$ cat src/rtl/ccu_cd_arbiter_if.sv
// Bundles the push, CD and consumer signals of ccu_cd_arbiter.
// Signal suffixes are seen from the arbiter (slave) side.
//   push_*  : descriptor enqueue handshake {user, first, avail}
//   cd_*    : per-port CD beat channels (port i in slice i of cd_data_i)
//   usr_*   : forwarded beat towards the consumers (data shared, valid per user)
//   busy_o, beat_err_o : status
// Modports: slave = arbiter, master = environment driving it.
interface ccu_cd_arbiter_if #(
    parameter int unsigned NoMstPorts  = 4,
    parameter int unsigned NoUsers     = 2,
    parameter int unsigned CdDataWidth = 64
);
    localparam int unsigned UserW = (NoUsers > 1) ? $clog2(NoUsers) : 1;
    localparam int unsigned PortW = (NoMstPorts > 1) ? $clog2(NoMstPorts) : 1;

    logic                              push_valid_i;
    logic                              push_ready_o;
    logic [UserW-1:0]                  push_user_i;
    logic [PortW-1:0]                  push_first_i;
    logic [NoMstPorts-1:0]             push_avail_i;
    logic [NoMstPorts-1:0]             cd_valid_i;
    logic [NoMstPorts-1:0]             cd_ready_o;
    logic [NoMstPorts*CdDataWidth-1:0] cd_data_i;
    logic [NoMstPorts-1:0]             cd_last_i;
    logic [NoUsers-1:0]                usr_valid_o;
    logic [NoUsers-1:0]                usr_ready_i;
    logic [CdDataWidth-1:0]            usr_data_o;
    logic                              usr_last_o;
    logic                              busy_o;
    logic                              beat_err_o;

    modport slave (
        input  push_valid_i, push_user_i, push_first_i, push_avail_i,
        input  cd_valid_i, cd_data_i, cd_last_i, usr_ready_i,
        output push_ready_o, cd_ready_o, usr_valid_o, usr_data_o, usr_last_o,
        output busy_o, beat_err_o
    );

    modport master (
        output push_valid_i, push_user_i, push_first_i, push_avail_i,
        output cd_valid_i, cd_data_i, cd_last_i, usr_ready_i,
        input  push_ready_o, cd_ready_o, usr_valid_o, usr_data_o, usr_last_o,
        input  busy_o, beat_err_o
    );
endinterface

$ cat src/rtl/ccu_cd_arbiter.sv
// Snoop CD-data arbiter. Descriptors {user, first, avail} are queued in
// order; only the head descriptor is serviced. Every port in avail must
// deliver one full line; the data of port "first" is forwarded to consumer
// "user", data of the other responders is drained and discarded. The head
// pops once every available port has delivered its last beat.
// Ports:
//   clk_i  : clock, rising edge
//   rst_i  : synchronous active-high reset
//   bus    : ccu_cd_arbiter_if.slave (push, CD, consumer and status signals)
module ccu_cd_arbiter #(
    parameter int unsigned NoMstPorts  = 4,
    parameter int unsigned NoUsers     = 2,
    parameter int unsigned Depth       = 4,
    parameter int unsigned LineBeats   = 2,
    parameter int unsigned CdDataWidth = 64,
    parameter int unsigned FallThrough = 0
) (
    input  logic                 clk_i,
    input  logic                 rst_i,
    ccu_cd_arbiter_if.slave      bus
);
    localparam int unsigned UserW  = (NoUsers > 1) ? $clog2(NoUsers) : 1;
    localparam int unsigned PortW  = (NoMstPorts > 1) ? $clog2(NoMstPorts) : 1;
    localparam int unsigned CntW   = (LineBeats > 1) ? $clog2(LineBeats) : 1;
    localparam int unsigned PtrW   = $clog2(Depth);
    localparam int unsigned CountW = $clog2(Depth + 1);

    logic [UserW-1:0]      q_user  [Depth];
    logic [PortW-1:0]      q_first [Depth];
    logic [NoMstPorts-1:0] q_avail [Depth];
    logic [PtrW-1:0]       wr_ptr, rd_ptr;
    logic [CountW-1:0]     count;

    logic [NoMstPorts-1:0] done_q;
    logic [CntW-1:0]       cnt_q [NoMstPorts];
    logic                  beat_err_q;

    logic                  full, empty, push, bypass, q_write, q_read, pop;
    logic                  head_valid;
    logic [UserW-1:0]      head_user;
    logic [PortW-1:0]      head_first;
    logic [NoMstPorts-1:0] head_avail;
    logic [NoMstPorts-1:0] cd_ready, hs, hs_last;
    logic [NoUsers-1:0]    usr_valid;
    logic [CdDataWidth-1:0] usr_data;
    logic                  usr_last;
    logic                  err_any;

    assign full   = (count == CountW'(Depth));
    assign empty  = (count == '0);
    // No push while full, even if the head pops in the same cycle.
    assign push   = bus.push_valid_i && !full && !rst_i;
    // With fall-through, an empty queue presents the incoming descriptor as head.
    assign bypass = (FallThrough != 0) && empty;

    always_comb begin
        head_user  = q_user[rd_ptr];
        head_first = q_first[rd_ptr];
        head_avail = q_avail[rd_ptr];
        head_valid = !empty && !rst_i;
        if (bypass) begin
            head_user  = bus.push_user_i;
            head_first = bus.push_first_i;
            head_avail = bus.push_avail_i;
            head_valid = push;
        end
    end

    always_comb begin
        cd_ready = '0;
        usr_valid = '0;
        usr_data = '0;
        usr_last = 1'b0;
        err_any = 1'b0;
        for (int i = 0; i < NoMstPorts; i++) begin
            // The forwarded port is back-pressured by its consumer; the others
            // are drained unconditionally.
            cd_ready[i] = head_valid && head_avail[i] && !done_q[i] &&
                          ((PortW'(i) != head_first) || bus.usr_ready_i[head_user]);
            if (PortW'(i) == head_first) begin
                usr_data = bus.cd_data_i[i*CdDataWidth +: CdDataWidth];
                usr_last = bus.cd_last_i[i];
            end
        end
        hs      = cd_ready & bus.cd_valid_i;
        hs_last = hs & bus.cd_last_i;
        for (int i = 0; i < NoMstPorts; i++) begin
            if (hs[i] && (bus.cd_last_i[i] != (cnt_q[i] == CntW'(LineBeats - 1))))
                err_any = 1'b1;
        end
        if (head_valid && head_avail[head_first] && !done_q[head_first] &&
            bus.cd_valid_i[head_first])
            usr_valid[head_user] = 1'b1;
    end

    // avail == 0 satisfies this immediately, so such a head pops at once.
    assign pop     = head_valid && (((done_q | hs_last) & head_avail) == head_avail);
    assign q_write = push && !(bypass && pop);
    assign q_read  = pop && !bypass;

    always_ff @(posedge clk_i) begin
        if (rst_i) begin
            wr_ptr     <= '0;
            rd_ptr     <= '0;
            count      <= '0;
            done_q     <= '0;
            beat_err_q <= 1'b0;
            for (int i = 0; i < NoMstPorts; i++) cnt_q[i] <= '0;
            for (int d = 0; d < Depth; d++) begin
                q_user[d]  <= '0;
                q_first[d] <= '0;
                q_avail[d] <= '0;
            end
        end else begin
            beat_err_q <= err_any;
            if (q_write) begin
                q_user[wr_ptr]  <= bus.push_user_i;
                q_first[wr_ptr] <= bus.push_first_i;
                q_avail[wr_ptr] <= bus.push_avail_i;
                wr_ptr <= (wr_ptr == PtrW'(Depth - 1)) ? '0 : wr_ptr + PtrW'(1);
            end
            if (q_read)
                rd_ptr <= (rd_ptr == PtrW'(Depth - 1)) ? '0 : rd_ptr + PtrW'(1);
            case ({q_write, q_read})
                2'b10:   count <= count + CountW'(1);
                2'b01:   count <= count - CountW'(1);
                default: count <= count;
            endcase
            if (pop) begin
                done_q <= '0;
                for (int i = 0; i < NoMstPorts; i++) cnt_q[i] <= '0;
            end else begin
                for (int i = 0; i < NoMstPorts; i++) begin
                    if (hs[i]) begin
                        if (bus.cd_last_i[i]) begin
                            done_q[i] <= 1'b1;
                            cnt_q[i]  <= '0;
                        end else begin
                            cnt_q[i] <= cnt_q[i] + CntW'(1);
                        end
                    end
                end
            end
        end
    end

    assign bus.push_ready_o = !full || rst_i;
    assign bus.cd_ready_o   = cd_ready;
    assign bus.usr_valid_o  = usr_valid;
    assign bus.usr_data_o   = usr_data;
    assign bus.usr_last_o   = usr_last;
    assign bus.busy_o       = !empty && !rst_i;
    assign bus.beat_err_o   = beat_err_q && !rst_i;
endmodule

$ cat src/flat_wrapper.sv
// flat-port wrapper written by rule: the top's interface ports become plain ports
module ccu_cd_arbiter_flat 
#(
    parameter int unsigned NoMstPorts  = 4,
    parameter int unsigned NoUsers     = 2,
    parameter int unsigned Depth       = 4,
    parameter int unsigned LineBeats   = 2,
    parameter int unsigned CdDataWidth = 64,
    parameter int unsigned FallThrough = 0
)
  (clk_i, rst_i, bus_push_valid_i, bus_push_user_i, bus_push_first_i, bus_push_avail_i, bus_cd_valid_i, bus_cd_data_i, bus_cd_last_i, bus_usr_ready_i, bus_push_ready_o, bus_cd_ready_o, bus_usr_valid_o, bus_usr_data_o, bus_usr_last_o, bus_busy_o, bus_beat_err_o);
  ccu_cd_arbiter_if #(.NoMstPorts(NoMstPorts), .NoUsers(NoUsers), .CdDataWidth(CdDataWidth)) bus_i ();
  input  logic clk_i;
  input  logic rst_i;
  input wire logic [$bits(bus_i.push_valid_i)-1:0] bus_push_valid_i;
  input wire logic [$bits(bus_i.push_user_i)-1:0] bus_push_user_i;
  input wire logic [$bits(bus_i.push_first_i)-1:0] bus_push_first_i;
  input wire logic [$bits(bus_i.push_avail_i)-1:0] bus_push_avail_i;
  input wire logic [$bits(bus_i.cd_valid_i)-1:0] bus_cd_valid_i;
  input wire logic [$bits(bus_i.cd_data_i)-1:0] bus_cd_data_i;
  input wire logic [$bits(bus_i.cd_last_i)-1:0] bus_cd_last_i;
  input wire logic [$bits(bus_i.usr_ready_i)-1:0] bus_usr_ready_i;
  output wire logic [$bits(bus_i.push_ready_o)-1:0] bus_push_ready_o;
  output wire logic [$bits(bus_i.cd_ready_o)-1:0] bus_cd_ready_o;
  output wire logic [$bits(bus_i.usr_valid_o)-1:0] bus_usr_valid_o;
  output wire logic [$bits(bus_i.usr_data_o)-1:0] bus_usr_data_o;
  output wire logic [$bits(bus_i.usr_last_o)-1:0] bus_usr_last_o;
  output wire logic [$bits(bus_i.busy_o)-1:0] bus_busy_o;
  output wire logic [$bits(bus_i.beat_err_o)-1:0] bus_beat_err_o;
  assign bus_i.push_valid_i = bus_push_valid_i;
  assign bus_i.push_user_i = bus_push_user_i;
  assign bus_i.push_first_i = bus_push_first_i;
  assign bus_i.push_avail_i = bus_push_avail_i;
  assign bus_i.cd_valid_i = bus_cd_valid_i;
  assign bus_i.cd_data_i = bus_cd_data_i;
  assign bus_i.cd_last_i = bus_cd_last_i;
  assign bus_i.usr_ready_i = bus_usr_ready_i;
  assign bus_push_ready_o = bus_i.push_ready_o;
  assign bus_cd_ready_o = bus_i.cd_ready_o;
  assign bus_usr_valid_o = bus_i.usr_valid_o;
  assign bus_usr_data_o = bus_i.usr_data_o;
  assign bus_usr_last_o = bus_i.usr_last_o;
  assign bus_busy_o = bus_i.busy_o;
  assign bus_beat_err_o = bus_i.beat_err_o;
  ccu_cd_arbiter #(.NoMstPorts(NoMstPorts), .NoUsers(NoUsers), .Depth(Depth), .LineBeats(LineBeats), .CdDataWidth(CdDataWidth), .FallThrough(FallThrough)) u_core (.clk_i(clk_i), .rst_i(rst_i), .bus(bus_i));
endmodule
$ cat config.mk
export PLATFORM = sky130hd
export DESIGN_NAME = ccu_cd_arbiter_flat
export DESIGN_NICKNAME = d
export VERILOG_FILES = /design/src/rtl/ccu_cd_arbiter_if.sv /design/src/rtl/ccu_cd_arbiter.sv /design/src/flat_wrapper.sv
export SDC_FILE = /design/constraint.sdc
export NUM_CORES = 1
export LEC_CHECK = 0
export ABC_AREA = 1
export CAP_MARGIN = 20
export CORE_AREA = 2 2 135 137
export CTS_CLUSTER_DIAMETER = 60
export DETAILED_ROUTE_END_ITERATION = 8
export DIE_AREA = 0 0 137 139
export HOLD_SLACK_MARGIN = 0.12
export PLACE_DENSITY = 0.62
export SLEW_MARGIN = 40
export SYNTH_ARGS = -nofsm -noshare
export SYNTH_HDL_FRONTEND = slang
export SYNTH_SLANG_ARGS = --single-unit
export TNS_END_PERCENT = 20
$ cat constraint.sdc
create_clock -name clk_i -period 5.8 [get_ports clk_i]
set_input_delay 1.16 -clock clk_i [delete_from_list [all_inputs] [get_ports clk_i]]
set_output_delay 1.16 -clock clk_i [all_outputs]
set_load 0.1 [all_outputs]
### Word level (Yosys, flattened, before mapping)

Memories as Yosys holds them, arrays and structs flattened. A register that Yosys moved wholly into a read port is not among the register bits.
Index checks and enable logic that the tools add are counted.

| operators by class | value |
|---|---|
| multipliers | 0 |
| reductions and logical operators | 50 |
| magnitude comparators | 3 |
| shift operators | 0 |
| bitwise gates (word level) | 16 |
| add/subtract/negate cells | 8 |
| muxes and demuxes | 101 |
| divide/modulo/power cells | 0 |
| equality and inequality tests | 16 |

Operators with widths:

| cell | count |
|---|---|
| 64-bit 2-to-1 mux | 4 |
| 1-bit 2-to-1 mux | 78 |
| 2-bit 2-to-1 mux | 13 |
| 1-bit logical AND | 25 |
| 4-bit bitwise AND | 3 |
| 1-bit bitwise OR | 12 |
| 1-bit logical NOT | 8 |
| 2-bit AND reduction | 4 |
| 1-bit binary-select mux with 2-bit select | 3 |
| 2-bit equality test (second input constant) | 3 |
| 3-bit one-hot mux with 2 select lines | 1 |
| 1-bit logical OR | 5 |
| 1-bit adder (second input constant) | 4 |
| 2-bit by 1-bit adder with 2-bit output (second input constant) | 2 |
| 2-bit equality test (first input constant) | 2 |
| 4-bit equality test | 1 |
| 4-bit 2-to-1 mux | 1 |
| 1-bit inequality test | 4 |
| 2-bit inequality test (first input constant) | 2 |
| 4-bit bitwise OR | 1 |
| 2-bit nonzero test | 2 |
| 2-bit OR reduction | 2 |
| 4-bit OR reduction | 1 |
| 3-bit by 1-bit adder with 3-bit output (second input constant) | 1 |
| 12 further kinds | 12 |

| word-level totals | value |
|---|---|
| register bits | 12 |
| memories kept | 4 |
| RAM bits | 32 |
| bits in read-only memories | 0 |
| output and inout port bits | 74 |
| latch bits | 0 |

Memory list:

| name | words | bits a word | rd ports | clocked after Yosys merged registers in | write ports | line | text |
|---|---|---|---|---|---|---|---|
| u_core.q_avail | 4 | 4 | 1 | 1 | 4 | ccu_cd_arbiter.sv:30 | `logic [NoMstPorts-1:0] q_avail [Depth];` |
| u_core.q_first | 4 | 2 | 1 | 1 | 4 | ccu_cd_arbiter.sv:29 | `logic [PortW-1:0] q_first [Depth];` |
| u_core.cnt_q | 4 | 1 | 4 | 0 | 4 | ccu_cd_arbiter.sv:35 | `logic [CntW-1:0] cnt_q [NoMstPorts];` |
| u_core.q_user | 4 | 1 | 1 | 1 | 4 | ccu_cd_arbiter.sv:28 | `logic [UserW-1:0] q_user [Depth];` |

### Logic depth before layout (Yosys ltp)

Gate-level depths: netlist of the first run.

| logic depth | value |
|---|---|
| depth after elaboration | 18 |
| gate-level depth with buffers | 21 |

### Worst setup path after synthesis of the first run

OpenSTA, ideal clock, no wires.

| path | value |
|---|---|
| path kind | input-to-output |
| start | in rst_i |
| end | out bus_usr_valid_o[0] |
| data arrival time | 3.076 ns |
| slack | 1.564 ns |
| stages | 5 |
| cells stage by stage | inv_2 nand2_1 a21oi_1 nand4_1 a21oi_1 |

| between the ends | value |
|---|---|
| cells in the longest elaborated chain, start to end | 6 |

Ends and longest elaborated chain:

| element | line | text |
|---|---|---|
| start, declared | flat_wrapper.sv:14 | `input logic rst_i;` |
| 1-bit logical NOT | ccu_cd_arbiter.sv:60 | `head_valid = !empty && !rst_i;` |
| 1-bit logical AND | ccu_cd_arbiter.sv:60 |  |
| 1-bit logical AND (3 in a row) | ccu_cd_arbiter.sv:91 | `if (head_valid && head_avail[head_first] && !done_q[head_first] &&` |
| 2-bit 2-to-1 mux | ccu_cd_arbiter.sv:91 |  |
| end, declared | flat_wrapper.sv:25 | `output wire logic [$bits(bus_i.usr_valid_o)-1:0] bus_usr_valid_o;` |

No other way between the ends.

==> flow_summary.toml, run 1 <==
[run_status]
outcome = "completed"

[floorplan]
rows = 49
fp.dieW_um = 137
ioPinCount = 350
core_sq_um = 17660
dieHeight_um = 139
fp.dieArea_sq_um = 19040
initial_core_util_pct = 22.61

[timing]
fmax_ghz = 0.2229
finalSetupTns_ns = 0
skew_ns = 0.005649
post-route-min-period_ns = 4.485
tightestPinTransition_ns = 0.7610
drv_slew = 0
hold_viol = 0
setup_viol = 0
relSlewSlack_pct = 49.15
post-route-period-util_pct = 77.33
rsz0062_at_grt = "false"
fin_hold_ws_ns = 0.4794

[setup_path]
slowest_stage = "nor2_4"
criticalPathCategory = "flop to primary output"
critPathLaunchType = "flop"
endpoint_kind = "primary output"
path_cells = "inv_2, nand2_1, nand3_1, nand2_2, nor2_4, buf_4, nand2_1, nand4_1, buf_4"
required_ns = 4.64
cp.arrival_ns = 3.33
crit_fanout = 39
slowest_delay_ns = 0.62
worstRegToRegCells = 21
ff2ff_setup_slack_ns = 2.18

[placement]
portBuffers = 349
place_congestion = 0.8587
place_area_sq_um = 7468
hpwlAfterDp_um = 19230

[final_layout]
layout_commonest_cell = "nand2_1"
final_cell_mix = "319 x nand2_1, 275 x clkdlybuf4s50_1, 71 x buf_4"
area_delta_synth_final_pct = 90.94
multi_input_area_sq_um = 2475
nets = 1250
drive_gt1_share_pct = 13.90
final_area_sq_um = 7624
nFillCells = 1872
fin_util_pct = 43.18
register_area_sq_um = 1231

[power_and_ir_drop]
p_per_area_nw_per_um2 = 256.2
irDropWorstVdd_uv = 222.9
p_total_w = 0.001954
leakage_nw = 3.155

[grt]
grt_pass1_wl_um = 32730
grt_max_degree = 44
grt_use_met1_pct = 28.72
busiest_layer = "met2"
grt_usage_pct = 23.15
grt_use_met2_pct = 35.17
grt_pass1_vias = 5339
grt_use_met3_pct = 14.25
grt-ovfl-total = 0
antenna_found_initial = 3

[clock_tree]
post_cts_buffers = 0
cts_hold_buf = 0
cts_buffer_depth = 2
clock_latency_ns = 0.29
ctsResizeCount = 0
htree_levels = 2
cts_sinks = 46
cts_made_buffers = 5
cts_tree = "built"
cts.clk_slew.worst_paths_ns = 0.06
root_buffer = "clkbuf_16"

[min_path]
holdPathStages = 2
hold_class = "flop to flop"

[logic_synthesis]
syn_area_sq_um = 3993
syn-instance-count = 641
yosys.area.top_type_share_pct = 29.99
syn_area_per_cell_sq_um = 6.229
synth_seq_area_share_pct = 30.84
ys_seq_elements = 46
ys.warnings.count = 0
syn-num-nets = 921
yosysTopAreaCell = "nand2_1"
ys_types = 35
yosys-top-cells-area = "nand2_1 30%, edfxtp_1 23%, nand4_1 10%"

[run]
max_cap_viol_count = 0

[detailed_routing]
via_per_inst = 4.545
wirelength_um = 23250
route.detailed.drc = 0
drtPass1Iterations = 5
ant_nets = 0
vias = 5463
wire_per_inst_um = 19.34
drt_iter0_drc = 214
-- sequential cells by signal (all words and copies together) (netlist names), named ones only --
name / flops
u_core.cnt_q: 4
u_core.q_user: 4
u_core.wr_ptr: 2
u_core.q_first: 8
u_core.beat_err_q: 1
u_core.count: 3
u_core.q_avail: 16
u_core.rd_ptr: 2
u_core.done_q: 4
-- critical path: cells and delay by family (launching register included) --
kind                   cells  cell delay, ns
AND/OR/NAND/NOR            6            1.37
buffers and inverters      3            1.17
flip-flops                 1            0.46
-- cell families (layout without fill, tap and decap cells) --
group                      Yosys count  count (layout)  synth area share, %
buffers and inverters               71             401                7.741
other                                0               2                    0
DFF                                 46              46                30.84
AOI/OAI and AO/OA                   25              25                3.980
and+or+nand+nor                    495             495                56.00
adders and majority gates            4               4                1.442
-- cell type report --
type                    instances  area share (%)
diodes                          2         0.06565
multi-input cells             524           32.46
clock inverters                 3          0.3282
flip-flops and latches         46           16.15
repair buffers                355           43.69
clock buffers                   5           1.641
inverters                      38           1.904
well taps                     229           3.758
-- report_power, final --
group | internal (W) | switching [W] | leakage (nW)
registers | 0.000371 | 0.0000122 | 0.442
clock network | 0.000162 | 0.000126 | 0.0704
logic | 0.000340 | 0.000943 | 2.64
total | 0.000872 | 0.00108 | 3.15
-- path summary, 6_finish.rpt --
check	from	endpoint
worst max register to register	flop	u_core.count[2]$_SDFFE_PP0P_
worst min register to register	u_core.done_q[0]$_SDFFE_PP0P_	u_core.done_q[0]$_SDFFE_PP0P_
worst max-delay path	flop	bus_usr_data_o[1]
worst min-delay path	u_core.done_q[0]$_SDFFE_PP0P_	u_core.done_q[0]$_SDFFE_PP0P_
-- synth_stat cells --
cell         n
nand3_2      3
nor2_4       1
nand2_2     10
o21ai_1      4
nand4_2      3
clkbuf_1    11
nand3_4      1
nand2_1    319
buf_6        3
dfxtp_1     15
or2_1        1
or2_0        2
a22oi_1      1
inv_4        1
buf_2       14
o31ai_1      2
nor2_1      50
inv_2        9
inv_1       28
a21oi_1      8
edfxtp_1    31
buf_1        5
o2111ai_1    2
nand2_4      5
nor3_2       1
o21ai_0      3
nor3_1       4
nand4_4      1
and2_1       3
nor2_2       6
ha_1         3
nand3_1     18
a21oi_2      5
fa_1         1
nand4_1     67
-- metrics by stage --
stage | std cells | setup WS [ns]
floorplan | 641 | 1.564
global placement | 1192 | 1.319
detailed placement | 1192 | 1.586
CTS | 1200 | 1.299
global route | 1201 | 1.099
finish | 1202 | 1.315
-- per-layer routing --
metal	up-vias	wire, um
met3	14	3648
met2	225	10100
met4	2	189
met5	-	13
li1	2761	-
met1	2461	9294
Note: power is estimated with default switching activity, not from simulation.
==> run 2: changes to the inputs <==
--- a/config.mk
+++ b/config.mk
@@ -7,12 +7,12 @@
 export LEC_CHECK = 0
 export ABC_AREA = 1
 export CAP_MARGIN = 20
-export CORE_AREA = 2 2 135 137
+export CORE_AREA = 2 2 137 139
 export CTS_CLUSTER_DIAMETER = 60
 export DETAILED_ROUTE_END_ITERATION = 8
-export DIE_AREA = 0 0 137 139
+export DIE_AREA = 0 0 139 141
 export HOLD_SLACK_MARGIN = 0.12
-export PLACE_DENSITY = 0.62
+export PLACE_DENSITY = 0.61
 export SLEW_MARGIN = 40
 export SYNTH_ARGS = -nofsm -noshare
 export SYNTH_HDL_FRONTEND = slang
==> constraint.sdc (replaced) <==
create_clock -name clk_i -period 4.59 [get_ports clk_i]
set_input_delay 0.918 -clock clk_i [delete_from_list [all_inputs] [get_ports clk_i]]
set_output_delay 0.918 -clock clk_i [all_outputs]
set_load 0.1 [all_outputs]
==> run 2 against run 1 <==
  * Critical path depth decreased by 1
  * Combinational power grew 32%
  * Final area up 2.9%
  * Total power up 30%
  * Register-to-register slack lost 1.1 ns
  * Sequential cell count is the same
  * First-iteration DRC count up 45%
  * Non-clock buffer count is 3 higher
  * Sequential power rose by 25%
  * Clock skew increased by 0.00083 ns
==> flow_summary.toml, run 2 (synthesized netlist as in run 1, its figures left out) <==
[power_and_ir_drop]
leakage_nw = 3.234
irDropWorstVdd_uv = 306.4
p_total_w = 0.002532
p_per_area_nw_per_um2 = 322.9

[timing]
tightestPinTransition_ns = 0.7310
finalSetupTns_ns = 0
rsz0062_at_grt = "false"
post-route-min-period_ns = 3.885
setup_viol = 0
skew_ns = 0.006481
fmax_ghz = 0.2574
hold_viol = 0
drv_slew = 0
relSlewSlack_pct = 51.16
post-route-period-util_pct = 84.63

[floorplan]
ioPinCount = 350
fp.dieW_um = 139
initial_core_util_pct = 21.86
dieHeight_um = 141
core_sq_um = 18270
rows = 50
fp.dieArea_sq_um = 19600

[placement]
hpwlAfterDp_um = 18620
place_congestion = 0.8606
place_area_sq_um = 7690
portBuffers = 349

[setup_path]
reg2reg_to = "u_core.count[2]$_SDFFE_PP0P_"
required_ns = 3.67
cp.arrival_ns = 2.97
endpoint_kind = "primary output"
crit_fanout = 47
critPathLaunchType = "flop"
ff2ff_setup_slack_ns = 1.04
criticalPathCategory = "flop to primary output"
worstRegToRegCells = 19

[final_layout]
nFillCells = 1885
largest_reg_flops = 16
layout_commonest_cell = "nand2_1"
final_area_sq_um = 7841
nets = 1253
final_cell_mix = "319 x nand2_1, 275 x clkdlybuf4s50_1, 69 x buf_4"
multi_input_area_sq_um = 2470
drive_gt1_share_pct = 14.07
largest-register = "u_core.q_avail"
largestRegisters = "u_core.q_avail: 16 flops, u_core.q_first: 8 flops"
area_delta_synth_final_pct = 96.40
register_area_sq_um = 1231

[run]
max_cap_viol_count = 0

[min_path]
hold_class = "flop to flop"
hold_start = "u_core.wr_ptr[1]$_SDFFE_PP0P_"
holdPathStages = 2
whs_endpoint = "u_core.wr_ptr[1]$_SDFFE_PP0P_"

[detailed_routing]
drtPass1Iterations = 5
route.detailed.drc = 0
vias = 5480
drt_iter0_drc = 311
wirelength_um = 22970
via_per_inst = 4.529
ant_nets = 0
wire_per_inst_um = 18.98

[clock_tree]
cts.clk_slew.worst_paths_ns = 0.06
cts_tree = "built"
post_cts_buffers = 0
cts_buffer_depth = 2
htree_levels = 2
root_buffer = "clkbuf_16"
ctsResizeCount = 0
cts_sinks = 46
cts_hold_buf = 0
cts_made_buffers = 5
clock_latency_ns = 0.29

[grt]
grt_pass1_vias = 5314
antenna_found_initial = 2
grt_max_degree = 48
grt_pass1_wl_um = 32930
grt-ovfl-total = 0
grt_usage_pct = 21.98

[run_status]
outcome = "completed"
-- run 2: worst max-delay path: stages (launching register included) --
cell     delay (ns)
dfxtp_1        0.64
inv_2          0.19
nand3_1        0.13
nand2_1        0.17
a21oi_4        0.62
buf_12         0.32
nand2_1        0.08
nand4_1        0.16
buf_4          0.35
-- run 2: worst max-delay path by stage --
| stage | slack [ns] | endpoint | cells past startpoint |
|---|---|---|---|
| after floorplan | 0.84 | bus_usr_valid_o[0] | 5 |
| after global placement | 0.74 | u_core.count[2]$_SDFFE_PP0P_ | 19 |
| after detailed placement | 0.67 | u_core.count[2]$_SDFFE_PP0P_ | 19 |
| after CTS | 0.64 | bus_usr_data_o[36] | 8 |
| after global routing | 0.50 | u_core.count[2]$_SDFFE_PP0P_ | 19 |
| final | 0.71 | bus_usr_data_o[37] | 8 |
-- run 2: area by class of cell --
class | count | area share (%)
Antenna cell | 2 | 0.06383
Clock buffer | 5 | 1.596
Clock inverter | 3 | 0.2713
Inverter | 38 | 1.851
Multi-Input combinational cell | 524 | 31.50
Sequential cell | 46 | 15.70
Tap cell | 234 | 3.734
Timing Repair Buffer | 358 | 45.28
-- run 2: report_power, final --
part	switching (W)	internal (W)	total [W]
Combinational	0.00120	0.000491	0.00169
Clock	0.000158	0.000202	0.000360
Sequential	0.0000110	0.000468	0.000479
-- run 2: metal layers --
layer  up-vias  wire, um  GRT usage, %  share of wire (%)
li1       2769         -             -                  -
met1      2479      9479         28.31                 41
met2       219     10040         32.80                 44
met3        13      3212         12.16                 14
met4         0       238         3.721                1.0
met5         -         0             0                  0
-- run 2: through the flow --
step / hold slack [ns] / util, % / setup slack [ns] / cells
finish: 0.4840 / 42.92 / 0.7054 / 1210
global route: 0.5065 / 42.92 / 0.5010 / 1210
CTS: 0.4858 / 42.90 / 0.6361 / 1208
floorplan: 0.4551 / - / 0.8378 / 641
global placement: 0.4715 / 42.10 / 0.7391 / 1200
detailed placement: 0.4764 / 42.10 / 0.6687 / 1200
==> run 3: changes to the inputs <==
--- a/config.mk
+++ b/config.mk
@@ -7,12 +7,12 @@
 export LEC_CHECK = 0
 export ABC_AREA = 1
 export CAP_MARGIN = 20
-export CORE_AREA = 2 2 137 139
+export CORE_AREA = 2 2 136 138
 export CTS_CLUSTER_DIAMETER = 60
 export DETAILED_ROUTE_END_ITERATION = 8
-export DIE_AREA = 0 0 139 141
+export DIE_AREA = 0 0 138 140
 export HOLD_SLACK_MARGIN = 0.12
-export PLACE_DENSITY = 0.61
+export PLACE_DENSITY = 0.64
 export SLEW_MARGIN = 40
 export SYNTH_ARGS = -nofsm -noshare
 export SYNTH_HDL_FRONTEND = slang
==> constraint.sdc (replaced) <==
create_clock -name clk_i -period 3.5 [get_ports clk_i]
set_input_delay 0.7 -clock clk_i [delete_from_list [all_inputs] [get_ports clk_i]]
set_output_delay 0.7 -clock clk_i [all_outputs]
set_load 0.1 [all_outputs]
==> run 3 against run 2 <==
  * Worst setup slack worse by 0.41 ns
  * Die area decreased by 1.4%
  * Clock skew about the same
  * Non-clock buffer count is 3 higher
  * Critical path depth grew 2
  * Via count up 1.5%
  * Register-to-register slack got worse by 0.57 ns
  * Hold slack improved by 0.0023 ns
  * Combinational power increased by 52%
  * Final area up 10%
  * Global-route usage up 0.58 points
  * Largest cell class unchanged
  * Largest power group unchanged
==> flow_summary.toml, run 3 (synthesized netlist as in run 1, its figures left out) <==
[timing]
tightestPinTransition_ns = 0.3735
setup_viol = 0
rsz0062_at_grt = "false"
relSlewSlack_pct = 75.04
fmax_ghz = 0.3124
fin_hold_ws_ns = 0.4863
hold_viol = 0
post-route-min-period_ns = 3.201
drv_slew = 0
skew_ns = 0.006397
finalSetupTns_ns = 0
post-route-period-util_pct = 91.46

[detailed_routing]
route.detailed.drc = 0
drt_iter0_drc = 338
wirelength_um = 22630
wire_per_inst_um = 18.73
vias = 5561
drtPass1Iterations = 5
via_per_inst = 4.603
ant_nets = 0

[clock_tree]
clock_latency_ns = 0.29
cts_made_buffers = 5
root_buffer = "clkbuf_16"
cts_hold_buf = 0
htree_levels = 2
cts_tree = "built"
cts_sinks = 46
cts.clk_slew.worst_paths_ns = 0.07
cts_buffer_depth = 2

[setup_path]
ff2ff_setup_slack_ns = 0.47
reg2reg_to = "u_core.count[2]$_SDFFE_PP0P_"
critPathLaunchType = "flop"
required_ns = 2.80
worstRegToRegCells = 20
endpoint_kind = "primary output"
cp.arrival_ns = 2.50
crit_fanout = 64
criticalPathCategory = "flop to primary output"

[grt]
antenna_found_initial = 2
grt_use_met1_pct = 28.45
grt_pass1_wl_um = 33700
grt_use_met3_pct = 12.96
grt-ovfl-total = 0
grt_pass1_vias = 5529
grt_usage_pct = 22.56
grt_max_degree = 67
busiest_layer = "met2"
grt_use_met2_pct = 33.35

[final_layout]
final_area_sq_um = 8637
largest-register = "u_core.q_avail"
register_area_sq_um = 1232
instances_no_fill = 1208
layout_commonest_cell = "nand2_1"
largest_reg_flops = 16
final_cell_mix = "319 x nand2_1, 275 x clkdlybuf4s50_1, 76 x buf_12"
multi_input_area_sq_um = 2470
nFillCells = 1719
area_delta_synth_final_pct = 116.3
drive_gt1_share_pct = 14.43
largestRegisters = "u_core.q_avail: 16 flops, u_core.q_first: 8 flops"
nets = 1256

[floorplan]
fp.dieW_um = 138
ioPinCount = 350
dieHeight_um = 140
fp.dieArea_sq_um = 19320
initial_core_util_pct = 22.46
rows = 49
core_sq_um = 17780

[min_path]
holdPathStages = 2
hold_start = "u_core.wr_ptr[1]$_SDFFE_PP0P_"
whs_endpoint = "u_core.wr_ptr[1]$_SDFFE_PP0P_"
hold_class = "flop to flop"

[run_status]
outcome = "completed"

[placement]
dpl.cell_count = 1198
place_congestion = 0.8958
hpwlAfterDp_um = 18560
portBuffers = 349
place_area_sq_um = 8482

[power_and_ir_drop]
irDropWorstVdd_uv = 330.7
leakage_nw = 3.500
p_per_area_nw_per_um2 = 424.9

[run]
max_cap_viol_count = 0
-- run 3: critical path: stages, from the launching register on --
cell,delay (ns)
dfxtp_2,0.45
inv_2,0.18
nand2_1,0.12
nand3_1,0.08
nand2_1,0.22
nand2_2,0.12
inv_2,0.12
buf_12,0.28
nand2_1,0.10
nand4_1,0.28
buf_12,0.23
-- run 3: worst max path at each step --
| stage | start | endpoint | slack (ns) | cells after the start |
|---|---|---|---|---|
| after floorplan | flop | bus_usr_valid_o[0] | 0.02 | 10 |
| after global placement | rst_i | u_core.count[2]$_SDFFE_PP0P_ | 0.07 | 19 |
| after detailed placement | rst_i | u_core.count[2]$_SDFFE_PP0P_ | 0.04 | 19 |
| after CTS | flop | bus_usr_data_o[35] | 0.09 | 10 |
| after global routing | rst_i | u_core.count[2]$_SDFFE_PP0P_ | 0.04 | 19 |
| final | flop | bus_usr_data_o[35] | 0.30 | 10 |
-- run 3: timing repair --
item,CTS,global route
endpoints found under the setup margin,0,6
buffers inserted,0,0
endpoints found under the hold margin,0,0
gates resized for setup,0,2
-- run 3: report_power, final --
group / internal, W / switching, W
Combinational: 0.000935 / 0.00163
Sequential: 0.000613 / 0.0000144
Clock: 0.000267 / 0.000207
Total: 0.00182 / 0.00185
-- run 3: metal layers --
metal / vias up / share of wire (%)
li1: 2770 / -
met1: 2522 / 42
met2: 245 / 43
met3: 24 / 13
met4: 0 / 2.3
met5: - / 0
-- run 3: through the flow --
stage / setup slack [ns] / power, W / util, %
floorplan: 0.02473 / 0.002029 / -
global placement: 0.06778 / 0.003213 / 47.71
detailed placement: 0.04066 / 0.003212 / 47.71
CTS: 0.08506 / 0.003694 / 48.54
global route: 0.03536 / 0.003819 / 48.58
finish: 0.2989 / 0.003670 / 48.58
-- run 3: area by class of cell --
type	instances	area share [%]
Timing Repair Buffer	361	50.35
Clock buffer	5	1.449
Clock inverter	3	0.2752
Antenna cell	2	0.05795
Multi-Input combinational cell	524	28.60
Inverter	38	1.680
Tap cell	229	3.317
Sequential cell	46	14.27
==> patch 1, RTL diff (config.mk and constraints of run 2) <==
`NoUsers` is set to 2 in 3 places; all go to 1.
--- a/src/rtl/ccu_cd_arbiter_if.sv
+++ b/src/rtl/ccu_cd_arbiter_if.sv
@@ -7,7 +7,7 @@
 // Modports: slave = arbiter, master = environment driving it.
 interface ccu_cd_arbiter_if #(
     parameter int unsigned NoMstPorts  = 4,
-    parameter int unsigned NoUsers     = 2,
+    parameter int unsigned NoUsers     = 1,
     parameter int unsigned CdDataWidth = 64
 );
     localparam int unsigned UserW = (NoUsers > 1) ? $clog2(NoUsers) : 1;
--- a/src/rtl/ccu_cd_arbiter.sv
+++ b/src/rtl/ccu_cd_arbiter.sv
@@ -9,7 +9,7 @@
 //   bus    : ccu_cd_arbiter_if.slave (push, CD, consumer and status signals)
 module ccu_cd_arbiter #(
     parameter int unsigned NoMstPorts  = 4,
-    parameter int unsigned NoUsers     = 2,
+    parameter int unsigned NoUsers     = 1,
     parameter int unsigned Depth       = 4,
     parameter int unsigned LineBeats   = 2,
     parameter int unsigned CdDataWidth = 64,
--- a/src/flat_wrapper.sv
+++ b/src/flat_wrapper.sv
@@ -2,7 +2,7 @@
 module ccu_cd_arbiter_flat 
 #(
     parameter int unsigned NoMstPorts  = 4,
-    parameter int unsigned NoUsers     = 2,
+    parameter int unsigned NoUsers     = 1,
     parameter int unsigned Depth       = 4,
     parameter int unsigned LineBeats   = 2,
     parameter int unsigned CdDataWidth = 64,
Interface: changed (resized bus_usr_ready_i and bus_usr_valid_o); port bits go from 350 to 348. No check against the original RTL was run, so the function may have changed too.
==> patch 1 against run 2 <==
- final area fell by 2.9%
- wire length is 1.9% higher
- largest power group unchanged
- global-route usage grew 0.34 points
- setup slack worse by 0.0030 ns
- non-clock buffer count fell by 4
- sequential cell count unchanged
- total power increased by 1.1%
- largest cell class unchanged
- synthesized area down 0.47%
- die area is the same
- utilization shrank 1.2 points
- cell count barely moved
- critical path depth rose by 2
==> patch 1: results (changes against run 2) <==
synth:
  synthTopCellsByCount: "322 x nand2_1, 68 x nand4_1, 48 x nor2_1, 40 x inv_1, 31 x edfxtp_1"
  synth_cell_types: 43  # +23%
  yosysSeqAreaShare_pct: 31.0  # +0.15 points
  synth_cells: 645  # +0.62%
  syn_nets: 924  # +0.33%
  async_reset_ff_share_pct: 0  # unchanged
  ys_top_cells_by_area: "nand2_1 30%, edfxtp_1 23%, nand4_1 11%"
  yosys_warnings: 0  # unchanged
layout:
  nFillCells: 1965  # +4.2%
  layout-drive-gt1-share_pct: 12.1  # -1.9 points
  instances_no_fill: 1209  # -0.083%
  fin_nets: 1251  # -0.16%
global_route:
  grt_first_pass_wirelength_um: 33100  # +0.67%
  met1_usage_pct: 28.4  # +0.13 points
  grtUsageMet2_pct: 33.3  # +0.54 points
  grt_max_degree: 66  # +38%
  grt_use_met3_pct: 12.8  # +0.61 points
  grt_pass1_vias: 5276  # -0.72%
  track_usage_pct: 22.3  # +0.34 points
power_and_ir_drop:
  power_leakage_nw: 3.20  # -1.1%
  p_per_area_nw_per_um2: 336  # +4.1%
  ir_worst_vdd_mv: 0.321  # +4.7%
worst_hold_path:
  min-delay-start: "u_core.count[0]$_SDFFE_PP0P_"
timing:
  relSlewSlack_pct: 52.4  # +1.3 points
  whs_ns: 0.483  # -0.00124 ns
  skew_ns: 0.00350  # -0.00298 ns
  max_freq_mhz: 257  # about the same
detailed_routing:
  viasPerCell: 4.57  # +0.96%
  drt-met1-wl_um: 9380  # -1.0%
  wl_met2_um: 10100  # +0.51%
  dr_wl_met3_um: 3580  # +11%
  drt_iter0_markers: 344  # +11%
critical_path:
  reg2regPathDepth: 19  # unchanged
  endpoint: "bus_usr_data_o[39]"
  cp_slowest_stage_delay_ns: 0.78  # +0.14 ns
  cp_max_fo: 31  # -34%
  ff2ff_setup_slack_ns: 1.36  # +0.32 ns
placement:
  pre_cts_ws_ns: 0.852  # +0.183 ns
  place.gp.congestion: 0.944  # +9.7%
  dp.cells: 1199  # -0.083%
  port_buffers: 347  # -0.57%
  hpwlAfterDp_um: 19200  # +2.9%
  placed_area_um2: 7460  # -2.9%
run_status:
  status: "finished, final reports clean"
clock_network:
  clkTransAtPathRegs_ns: 0.06  # about the same
[patch 1: cell types whose count changed after synthesis, sizes merged, moves of 4 or more]
cell | before | now
buf | 22 | 29
nor2 | 57 | 53
clkbuf | 11 | 5
inv | 38 | 44
nand2 | 334 | 329
[patch 1: logic make-up (layout without fill, tap and decap cells)]
family	after synthesis	count (layout)	share of synthesized area, %
other cells	0	2	0
xor+xnor	2	2	0.441
simple gates	483	483	53.0
compound gates	30	30	4.60
buf+inv	80	408	9.54
flops	46	46	31.0
fa+ha+maj	4	4	1.45
[patch 1: area by class of cell]
class / instances / share of cell area [%]
inverter: 46 / 2.38
clock buffer: 5 / 1.64
multi-input combinational: 519 / 31.2
timing repair buffer: 354 / 44.4
clock inverter: 3 / 0.279
tap: 234 / 3.84
sequential: 46 / 16.2
antenna: 2 / 0.0657
[patch 1: power breakdown]
part	internal, W	total (W)	switching, W
logic	0.000461	0.00172	0.00126
registers	0.000467	0.000482	0.0000148
clock network	0.000202	0.000354	0.000153
==> patch 2, RTL diff (flow settings as in run 2) <==
Made on the original files. Reset style: asynchronous (`rst_i`), changed in one clocked block. Comments in the files are not updated.
--- a/src/rtl/ccu_cd_arbiter.sv
+++ b/src/rtl/ccu_cd_arbiter.sv
@@ -98,7 +98,7 @@
     assign q_write = push && !(bypass && pop);
     assign q_read  = pop && !bypass;
 
-    always_ff @(posedge clk_i) begin
+    always_ff @(posedge clk_i or posedge rst_i) begin
         if (rst_i) begin
             wr_ptr     <= '0;
             rd_ptr     <= '0;
Check against the original RTL: differs if rst_i is asserted again (counterexample within 4 cycles, from zero or initial values and one cycle with rst_i high); with rst_i held inactive, the same outputs for 4 cycles.
==> patch 2 against run 2 <==
- sequential cell count shrank 2
- count of clock-buffer cells in the layout grew 1
- first-iteration DRC count grew 11%
- synthesized cell count grew 4.1%
- sequential share of layout area shrank 2.2 points
- setup slack lost 0.15 ns
- synthesized area grew 1.8%
- wire length grew 3.8%
- final area grew 3.9%
- worst hold slack gained 0.0043 ns
Power is not shown: default switching activity piles up to over one toggle a cycle in this logic, so the estimate is an artifact.
==> patch 2: results (changes against run 2) <==
layout:
  antenna_cells: 4  # +2
  multi_input_gates: 540  # +3.1%
  multiInputGateArea_um2: 2600  # +5.4%
  layout-drive-gt1-share_pct: 12.9  # -1.1 points
  buffer_area_share_pct: 46.3  # +1.1 points
  area_growth_pct: 101
  clk_share_pct: 2.18  # +0.31 points
  nFillCells: 1867  # -0.95%
  seq_area_share_pct: 13.5  # -2.2 points
  fin_nets: 1283  # +2.4%
  num-clock-buffers: 6  # +1
  inverters: 47  # +24%
clock_network:
  clkLatencyLatePin_ns: 0.29  # about the same
  cts_setup_buffers: 0  # unchanged
  clkSinkCount: 44  # -4.3%
synth:
  ys_top_cells_by_area: "nand2_1 32%, dfrtp_1 27%, nand4_1 10%"
  synth_compound_area_share_pct: 7.42  # +3.4 points
  synth_ff_type: "dfrtp_1"
  async_reset_ff_share_pct: 100  # +100 points
  synthAdderAreaFrac_pct: 3.57  # +2.1 points
  synth_cell_types: 38  # +8.6%
  syn_nets: 954  # +3.6%
  yosysSeqAreaShare_pct: 27.1  # -3.7 points
  synth_xor_area_share_pct: 0.431  # +0.43 points
  synthTopCellsByCount: "344 x nand2_1, 65 x nand4_1, 44 x dfrtp_1, 44 x inv_1, 33 x o21ai_0"
  synth_cells: 667  # +4.1%
detailed_routing:
  drt_iter0_markers: 344  # +11%
  drt-met1-wl_um: 10300  # +8.8%
  firstDrtPassIters: 4  # -1
  vias: 5614  # +2.4%
  wl_met2_um: 10300  # +2.7%
  wl_per_cell_um: 19.3  # +1.7%
  dr_wl_met3_um: 2790  # -13%
  viasPerCell: 4.55  # +0.37%
  route.top_layer_used: "met5"
global_route:
  grt_use_met3_pct: 10.3  # -1.9 points
  track_usage_pct: 23.3  # +1.3 points
  met1_usage_pct: 30.9  # +2.5 points
  grt_pass1_vias: 5491  # +3.3%
  grtUsageMet2_pct: 35.1  # +2.3 points
  grt_first_pass_wirelength_um: 34300  # +4.2%
  grt_max_degree: 51  # +6.3%
  antenna_found_initial: 4  # +2
critical_path:
  cp_slowest_stage_delay_ns: 0.76  # +0.12 ns
  cp_max_fo: 50  # +6.4%
  critPathSlowestCell: "dfrtp_1"
  cp.arrival_ns: 3.11  # +0.14 ns
placement:
  hpwlAfterDp_um: 19400  # +4.5%
  pre_cts_ws_ns: 0.827  # +0.158 ns
  dp.cells: 1223  # +1.9%
  placed_area_um2: 7960  # +3.5%
  place.gp.congestion: 0.875  # +1.6%
timing:
  skew_ns: 0.00450  # -0.00198 ns
  worst_pin_slew_ns: 0.656  # -0.0746 ns
run_status:
  status: "finished, final reports clean"
[patch 2: cell count changes after synthesis, moves of 16 or more]
cell,run 2,this run
dfrtp_1,0,44
nor2_1,50,14
edfxtp_1,31,0
o21ai_0,3,33
nand2_1,319,344
inv_1,28,44
[patch 2: path summary, 6_finish.rpt]
path                                                 end  cells after the start  slack, ns                           from
min in group asynchronous    u_core.cnt_q[3]$_DFFE_PP0P_                      3       1.23                          rst_i
min reg2reg                u_core.q_avail[2]$_DFFE_PP0P_                      2       0.49  u_core.q_avail[2]$_DFFE_PP0P_
max reg2reg                  u_core.count[2]$_DFFE_PP0P_                     17       0.93   u_core.rd_ptr[0]$_DFFE_PP0P_
min                        u_core.q_avail[2]$_DFFE_PP0P_                      2       0.49  u_core.q_avail[2]$_DFFE_PP0P_
max in group asynchronous  u_core.q_first[0]$_DFFE_PP0P_                      3       2.95                          rst_i
max                                   bus_usr_data_o[38]                     10       0.56   u_core.rd_ptr[0]$_DFFE_PP0P_
